--- config.mk ---
export PLATFORM = sky130hd
export DESIGN_NAME = ddr_cmd_decoder
export DESIGN_NICKNAME = d
export VERILOG_FILES = /design/src/rtl/ddr_pkg.sv /design/src/rtl/ddr_mr_capture.sv /design/src/rtl/ddr_cmd_decoder.sv
export SDC_FILE = /design/constraint.sdc
export NUM_CORES = 1
export LEC_CHECK = 0
export CORE_MARGIN = 1
export CORE_UTILIZATION = 49
export CTS_CLUSTER_SIZE = 16
export DETAILED_ROUTE_END_ITERATION = 8
export HOLD_SLACK_MARGIN = 0.03
export PLACE_DENSITY = 0.83
export SKIP_CTS_REPAIR_TIMING = 1
export SYNTH_ARGS = -nofsm -noshare
export SYNTH_HDL_FRONTEND = slang
export SYNTH_HIERARCHICAL = 1
export SYNTH_SLANG_ARGS = --single-unit
--- constraint.sdc ---
create_clock -name CK_c -period 3.5 [get_ports CK_c]
set_clock_uncertainty 0.1 [all_clocks]
set_input_delay 0.525 -clock CK_c [delete_from_list [all_inputs] [get_ports CK_c]]
set_output_delay 0.525 -clock CK_c [all_outputs]
set_load 0.03 [all_outputs]
--- src/rtl/ddr_pkg.sv ---
// Shared types and constants for the DDR4 command/address receiver.
//   cmd_t / command_type : decoded command
//   err_t                : protocol violation codes, lowest code = highest priority
//   MRx_IDX              : mode-register index {bg[0], ba}
//   DEF_*                : mode-register reset values
package ddr_pkg;

  typedef enum logic [3:0] {
    DES, NOP, ACT, MRS, REF, PRE, PREA, WR, WRA, RD, RDA, ZQCL
  } cmd_t;

  typedef cmd_t command_type;

  typedef enum logic [2:0] {
    ERR_NONE, ERR_ILLEGAL, ERR_ACT_OPEN, ERR_CAS_CLOSED, ERR_BANK_OPEN, ERR_TRCD
  } err_t;

  localparam logic [2:0] MR0_IDX = 3'd0;
  localparam logic [2:0] MR1_IDX = 3'd1;
  localparam logic [2:0] MR2_IDX = 3'd2;
  localparam logic [2:0] MR6_IDX = 3'd6;

  localparam logic [4:0] DEF_CL   = 5'd9;
  localparam logic [4:0] DEF_AL   = 5'd0;
  localparam logic [4:0] DEF_CWL  = 5'd9;
  localparam logic [3:0] DEF_BL   = 4'd8;
  localparam logic [3:0] BL_CHOP  = 4'd4;
  localparam logic [3:0] DEF_TCCD = 4'd4;

  function automatic logic is_cas(input cmd_t c);
    return (c == WR) || (c == WRA) || (c == RD) || (c == RDA);
  endfunction

endpackage

--- src/rtl/ddr_mr_capture.sv ---
// Mode-register capture: turns a registered MRS (index + opcode) into the
// latency / burst settings one cycle after the decoded MRS appears.
//   clk, rst_n : clock, async active-low reset
//   mrs_stb    : registered MRS strobe
//   mr_idx     : {bg[0], ba} of the MRS
//   op         : {A13..A0} of the MRS
//   cl, al, cwl, bl, tccd : current settings
module ddr_mr_capture
  import ddr_pkg::*;
(
  input  logic        clk,
  input  logic        rst_n,
  input  logic        mrs_stb,
  input  logic [2:0]  mr_idx,
  input  logic [13:0] op,
  output logic [4:0]  cl,
  output logic [4:0]  al,
  output logic [4:0]  cwl,
  output logic [3:0]  bl,
  output logic [3:0]  tccd
);

  always_ff @(posedge clk or negedge rst_n) begin
    if (!rst_n) begin
      cl   <= DEF_CL;
      al   <= DEF_AL;
      cwl  <= DEF_CWL;
      bl   <= DEF_BL;
      tccd <= DEF_TCCD;
    end else if (mrs_stb) begin
      case (mr_idx)
        MR0_IDX: begin
          cl <= (op[6:3] < 4'd4) ? DEF_CL + 5'(op[6:3]) : DEF_CL;
          bl <= (op[1:0] == 2'b10) ? BL_CHOP : DEF_BL;
        end
        // AL is expressed relative to the CL in force when MR1 is written.
        MR1_IDX: al <= (op[4:3] == 2'd1 || op[4:3] == 2'd2) ? cl - 5'(op[4:3]) : '0;
        MR2_IDX: cwl <= (op[5:3] == 3'd0 || op[5:3] == 3'd2) ? DEF_CWL + 5'(op[5:3]) : DEF_CWL;
        MR6_IDX: tccd <= DEF_TCCD + 4'(op[12:10]);
        default: ;
      endcase
    end
  end

  logic unused_op;
  assign unused_op = ^{op[13], op[9:7], op[2]};

endmodule

--- src/rtl/ddr_cmd_decoder.sv ---
// DDR4 DIMM-side command/address receiver.
// Samples the pin command on posedge CK_c, registers the decoded command and
// fields (latency 1), tracks per-bank open state and open row, captures MRS
// settings and flags protocol violations.
//   CK_c, reset_n             : clock, async active-low reset
//   cs_n, act_n, RAS/CAS/WE   : command pins (RAS/CAS/WE double as A16..A14)
//   bg_addr, ba_addr, A*      : bank and address pins
//   dec_cmd, cmd_valid        : decoded command, pulse for non-DES/NOP
//   dec_bg/ba/row/col/bc_n    : decoded fields
//   bank_open                 : per-bank open flags
//   cl, al, cwl, bl, tccd     : mode-register settings
//   err_valid, err_code       : violation pulse and code
// Build option: define DDR_TRCD_CHECK_EN to build per-bank ACT-to-CAS
// counters and report ERR_TRCD.
module ddr_cmd_decoder
  import ddr_pkg::*;
#(
  parameter int unsigned NUM_BANKS = 16,
  parameter int unsigned ROW_W     = 14,
  parameter int unsigned COL_W     = 10,
  parameter int unsigned TRCD      = 11
) (
  input  logic                 CK_c,
  input  logic                 reset_n,
  input  logic                 cs_n,
  input  logic                 act_n,
  input  logic                 RAS_n_A16,
  input  logic                 CAS_n_A15,
  input  logic                 WE_n_A14,
  input  logic [1:0]           bg_addr,
  input  logic [1:0]           ba_addr,
  input  logic                 A17,
  input  logic                 A13,
  input  logic                 A12_BC_n,
  input  logic                 A11,
  input  logic                 A10_AP,
  input  logic [9:0]           A9_A0,
  output cmd_t                 dec_cmd,
  output logic                 cmd_valid,
  output logic [1:0]           dec_bg,
  output logic [1:0]           dec_ba,
  output logic [ROW_W-1:0]     dec_row,
  output logic [COL_W-1:0]     dec_col,
  output logic                 dec_bc_n,
  output logic [NUM_BANKS-1:0] bank_open,
  output logic [4:0]           cl,
  output logic [4:0]           al,
  output logic [4:0]           cwl,
  output logic [3:0]           bl,
  output logic [3:0]           tccd,
  output logic                 err_valid,
  output err_t                 err_code
);

  localparam int unsigned BANK_W = $clog2(NUM_BANKS);

  logic [BANK_W-1:0]               bank_idx;
  logic [13:0]                     addr_op;
  cmd_t                            cmd_nxt;
  err_t                            err_nxt;
  logic                            illegal;
  logic                            trcd_busy;
  logic [NUM_BANKS-1:0]            bank_open_nxt;
  logic [NUM_BANKS-1:0][ROW_W-1:0] open_row;

  assign bank_idx = BANK_W'({bg_addr, ba_addr});
  assign addr_op  = {A13, A12_BC_n, A11, A10_AP, A9_A0};

  always_comb begin
    cmd_nxt = DES;
    illegal = 1'b0;
    if (cs_n) begin
      cmd_nxt = DES;
    end else if (!act_n) begin
      cmd_nxt = ACT;
    end else begin
      case ({RAS_n_A16, CAS_n_A15, WE_n_A14})
        3'b000:  cmd_nxt = MRS;
        3'b001:  cmd_nxt = REF;
        3'b010:  cmd_nxt = A10_AP ? PREA : PRE;
        3'b100:  cmd_nxt = A10_AP ? WRA : WR;
        3'b101:  cmd_nxt = A10_AP ? RDA : RD;
        3'b110: begin
          cmd_nxt = A10_AP ? ZQCL : NOP;
          illegal = !A10_AP;
        end
        3'b011: begin
          cmd_nxt = NOP;
          illegal = 1'b1;
        end
        default: cmd_nxt = NOP;
      endcase
    end
  end

  always_comb begin
    err_nxt = ERR_NONE;
    if (illegal)
      err_nxt = ERR_ILLEGAL;
    else if (cmd_nxt == ACT && bank_open[bank_idx])
      err_nxt = ERR_ACT_OPEN;
    else if (is_cas(cmd_nxt) && !bank_open[bank_idx])
      err_nxt = ERR_CAS_CLOSED;
    else if ((cmd_nxt == MRS || cmd_nxt == REF || cmd_nxt == ZQCL) && (|bank_open))
      err_nxt = ERR_BANK_OPEN;
    else if (is_cas(cmd_nxt) && trcd_busy)
      err_nxt = ERR_TRCD;
  end

  // Auto-precharge closes on the CAS edge; on a closed bank the clear is a no-op.
  always_comb begin
    bank_open_nxt = bank_open;
    case (cmd_nxt)
      ACT:          bank_open_nxt[bank_idx] = 1'b1;
      PRE, WRA, RDA: bank_open_nxt[bank_idx] = 1'b0;
      PREA:         bank_open_nxt = '0;
      default: ;
    endcase
  end

  always_ff @(posedge CK_c or negedge reset_n) begin
    if (!reset_n) begin
      dec_cmd   <= DES;
      cmd_valid <= 1'b0;
      dec_bg    <= '0;
      dec_ba    <= '0;
      dec_row   <= '0;
      dec_col   <= '0;
      dec_bc_n  <= 1'b0;
      err_valid <= 1'b0;
      err_code  <= ERR_NONE;
      bank_open <= '0;
      open_row  <= '0;
    end else begin
      dec_cmd   <= cmd_nxt;
      cmd_valid <= (cmd_nxt != DES) && (cmd_nxt != NOP);
      dec_bg    <= bg_addr;
      dec_ba    <= ba_addr;
      dec_row   <= ROW_W'(addr_op);
      dec_col   <= COL_W'(A9_A0);
      dec_bc_n  <= A12_BC_n;
      err_valid <= (err_nxt != ERR_NONE);
      err_code  <= err_nxt;
      bank_open <= bank_open_nxt;
      if (cmd_nxt == ACT)
        open_row[bank_idx] <= ROW_W'(addr_op);
    end
  end

`ifdef DDR_TRCD_CHECK_EN
  localparam int unsigned CNT_W = $clog2(TRCD + 1);

  logic [NUM_BANKS-1:0][CNT_W-1:0] trcd_cnt;

  always_ff @(posedge CK_c or negedge reset_n) begin
    if (!reset_n) begin
      trcd_cnt <= '0;
    end else begin
      for (int unsigned b = 0; b < NUM_BANKS; b++) begin
        if (cmd_nxt == ACT && bank_idx == BANK_W'(b))
          trcd_cnt[b] <= CNT_W'(TRCD - 1);
        else if (trcd_cnt[b] != '0)
          trcd_cnt[b] <= trcd_cnt[b] - 1'b1;
      end
    end
  end

  assign trcd_busy = (trcd_cnt[bank_idx] != '0);
`else
  assign trcd_busy = 1'b0;

  logic unused_trcd;
  assign unused_trcd = ^TRCD;
`endif

  // MR settings follow the registered MRS, so they land one cycle after dec_cmd
  // and a reset between the two discards the update.
  ddr_mr_capture u_mr_capture (
    .clk     (CK_c),
    .rst_n   (reset_n),
    .mrs_stb (cmd_valid && dec_cmd == MRS),
    .mr_idx  ({dec_bg[0], dec_ba}),
    .op      (14'(dec_row)),
    .cl      (cl),
    .al      (al),
    .cwl     (cwl),
    .bl      (bl),
    .tccd    (tccd)
  );

  // The open-row table has no pin; it is kept for monitor visibility.
  logic unused_ok;
  assign unused_ok = ^{A17, open_row};

endmodule
==> results.yml <==
status:
  status: "finished clean"
timing:
  final.period_utilization_pct: 69.52
  fin_crit_ps: 2433
  hold_viol: 0
  relSlewSlack_pct: 59.24
  setup_violations: 0
  tightest_slew_ps: 609.4
  fin_setup_tns_ps: 0
  slew_viol_final: 0
  rsz0062_at_grt: "no"
  fmax_ghz: 0.4110
  setup_ws_ps: 1067
finish:
  multiInputGateArea_um2: 1195
  most-common-layout-cells: "clkdlybuf4s50_1 (98), dfrtp_1 (58), o21ai_0 (30)"
  nets: 393
  n_fill_cell: 444
  antennaDiodeCount: 0
  area_growth_pct: 37.95
  layout_commonest_cell: "clkdlybuf4s50_1"
  regArea_um2: 1609
  drive_gt1_share_pct: 10.90
power:
  p_switching_uw: 618.4
  cellPowerDensity_nw_per_um2: 487.9
  p_int_uw: 1401
  p_leak_uw: 0.001746
  switching_share_pct: 30.63
  peakVddDrop_mv: 0.2894
  seqPwrFrac_pct: 43.4
  p_comb_share_pct: 25.0
  p_clk_share_pct: 31.6
global_route:
  antenna_found_initial: 0
  grt_use_total_pct: 23.59
  first_global_vias: 2300
  grt_pass1_wl_mm: 11.27
  grt_max_degree: 43
  grt_overflow_total: 0
route:
  vias: 2490
  ant_nets: 0
  drc: 0
  first_pass_iters: 4
  routedWlPerCell_um: 16.06
  viasPerCell: 5.633
  drt_wl_total_mm: 7.099
  first_iter_violations: 125
die:
  pin_count: 103
  core_area_um2: 5921
  rows: 28
  die_h_um: 80.25
  start_util_pct: 50.68
  die_w_um: 80.25
  dieArea_um2: 6440
placement:
  pre_cts_slack_ps: 777.5
  hpwl_mm: 5.085
  portBuffers: 99
  gp_congestion: 0.8923
clock_tree:
  clock_sinks: 64
  root_buffer: "clkbuf_8"
  clk_latency_ps: 340
  numCtsBuffers: 9
  clock_path_buffers: 2
  ctsHtreeMaxLevel: 3
  cts.clk_slew.worst_paths_ps: 70
  cts_tree: "built"
critical_path:
  crit_path_end_kind: "register"
  r2r_setup_slack_ps: 1670
  r2r_end: "u_mr_capture/cl[4]"
  required_ps: 3650
  cp.arrival_ps: 2590
  crit_top_cell: "mux2i_1"
  path_cells: "clkdlybuf4s50_1, mux2i_1, mux4_2, mux2i_1, mux2i_1"
  reg2reg_from: "dec_cmd[3]"
  path_class: "input pin to register"
  cpPeakStageDelay_ps: 860
  cp_max_fo: 13
  critPathLaunchType: "input pin"
  reg2reg_depth: 5
  crit_slowest_cell: "clkdlybuf4s50_1"
synth:
  yosysSeqAreaShare_pct: 53.63
  syn_inst: 274
  synth_async_sr_flop_share_pct: 100.0
  synth_enable_flop_cells: 0
  avgSynthCellArea_um2: 10.95
  syn_area_um2: 3000
  yosys_register_bits: 64
  ys_warn_count: 6
  ys_types: 54
  synth_ff_type: "dfrtp_1"
job:
  cap_violations: 0
worst_hold_path:
  hp-class: "input pin to async pin"
[worst max-delay path: cells and delay by family]
kind,cells,cell delay (ps)
muxes,4,1200
buffers and inverters,1,860
[kinds of logic after synthesis]
logic type | share of synthesized area (%)
compound gates | 14.26
xor+xnor | 1.168
fa+ha+maj | 2.335
buf+inv | 6.672
flops | 53.63
mux | 7.172
other cells | 0.1250
simple gates | 14.64
[cells in the mapped netlist (all sizes together) (4+ instances only)]
master    n  area share, %
o2bb2ai  16            4.7
dfrtp    58             48
nand2b    5            1.0
nor2     22            2.8
ha        4            1.7
nor4      4           0.83
clkbuf    8            1.0
nand2    19            2.4
buf      17            4.3
inv      11            1.4
o21ai    30            5.0
mux2      5            2.0
dfstp     6            5.3
nor3      4           0.67
mux2i    11            3.7
nand3     7            1.2
[worst max-delay path by stage]
stage               start            to  slack (ps)  cells after the start
2_1_floorplan   RAS_n_A16  bank_open[2]        1610                      6
3_3_place_gp   ba_addr[1]     err_valid         820                      5
3_5_place_dp   ba_addr[1]   err_code[1]         780                      5
4_1_cts        ba_addr[1]   err_code[1]        1110                      5
5_1_grt        ba_addr[1]   err_code[1]         940                      5
6_report       ba_addr[1]   err_code[1]        1070                      5
[per-layer routing]
metal / wire length (um) / GRT usage (%) / vias to the layer above
li1: - / - / 1129
met1: 2878 / 29.25 / 1217
met2: 3582 / 39.74 / 131
met3: 530 / 6.705 / 13
met4: 108 / 7.321 / 0
met5: 0 / 0 / -
[cell type report]
class	instances	share of cell area [%]
Timing Repair Buffer	101	24.18
Tap cell	75	2.267
Sequential cell	64	38.88
Clock buffer	13	3.839
Inverter	11	0.9976
Clock inverter	3	0.9674
Multi-Input combinational cell	175	28.87
[through the flow]
| stage | cells | power, uW | hold slack [ps] | area [um^2] | util, % |
|---|---|---|---|---|---|
| floorplan | 275 | 1169 | 129.4 | 3004 | - |
| global placement | 426 | 1379 | 362.1 | 3940 | 66.55 |
| detailed placement | 426 | 1391 | 372.9 | 3940 | 66.55 |
| CTS | 442 | 2029 | 50.90 | 4139 | 69.91 |
| global route | 442 | 2102 | 66.93 | 4139 | 69.91 |
| finish | 442 | 2019 | 43.60 | 4139 | 69.91 |
[flip-flops by register name, summed over array words and instances, names as in the netlist]
| register | flops |
|---|---|
| bank_open | 16 |
| cmd_valid | 1 |
| dec_ba | 2 |
| dec_bg | 2 |
| dec_cmd | 4 |
| dec_col | 9 |
| dec_row | 5 |
| err_code | 3 |
| err_valid | 1 |
| u_mr_capture/al | 5 |
| u_mr_capture/bl | 2 |
| u_mr_capture/cl | 5 |
| u_mr_capture/cwl | 5 |
| u_mr_capture/tccd | 4 |
[power by group through the flow]
stage                     logic (uW)  registers, uW  clock network, uW
after detailed placement         504            886                  0
after CTS                        508            875                646
after global routing             534            884                684
after global placement           494            885                  0
after floorplan                  166           1000                  0
final                            505            875                639
Note: power is estimated with default switching activity, not from simulation.
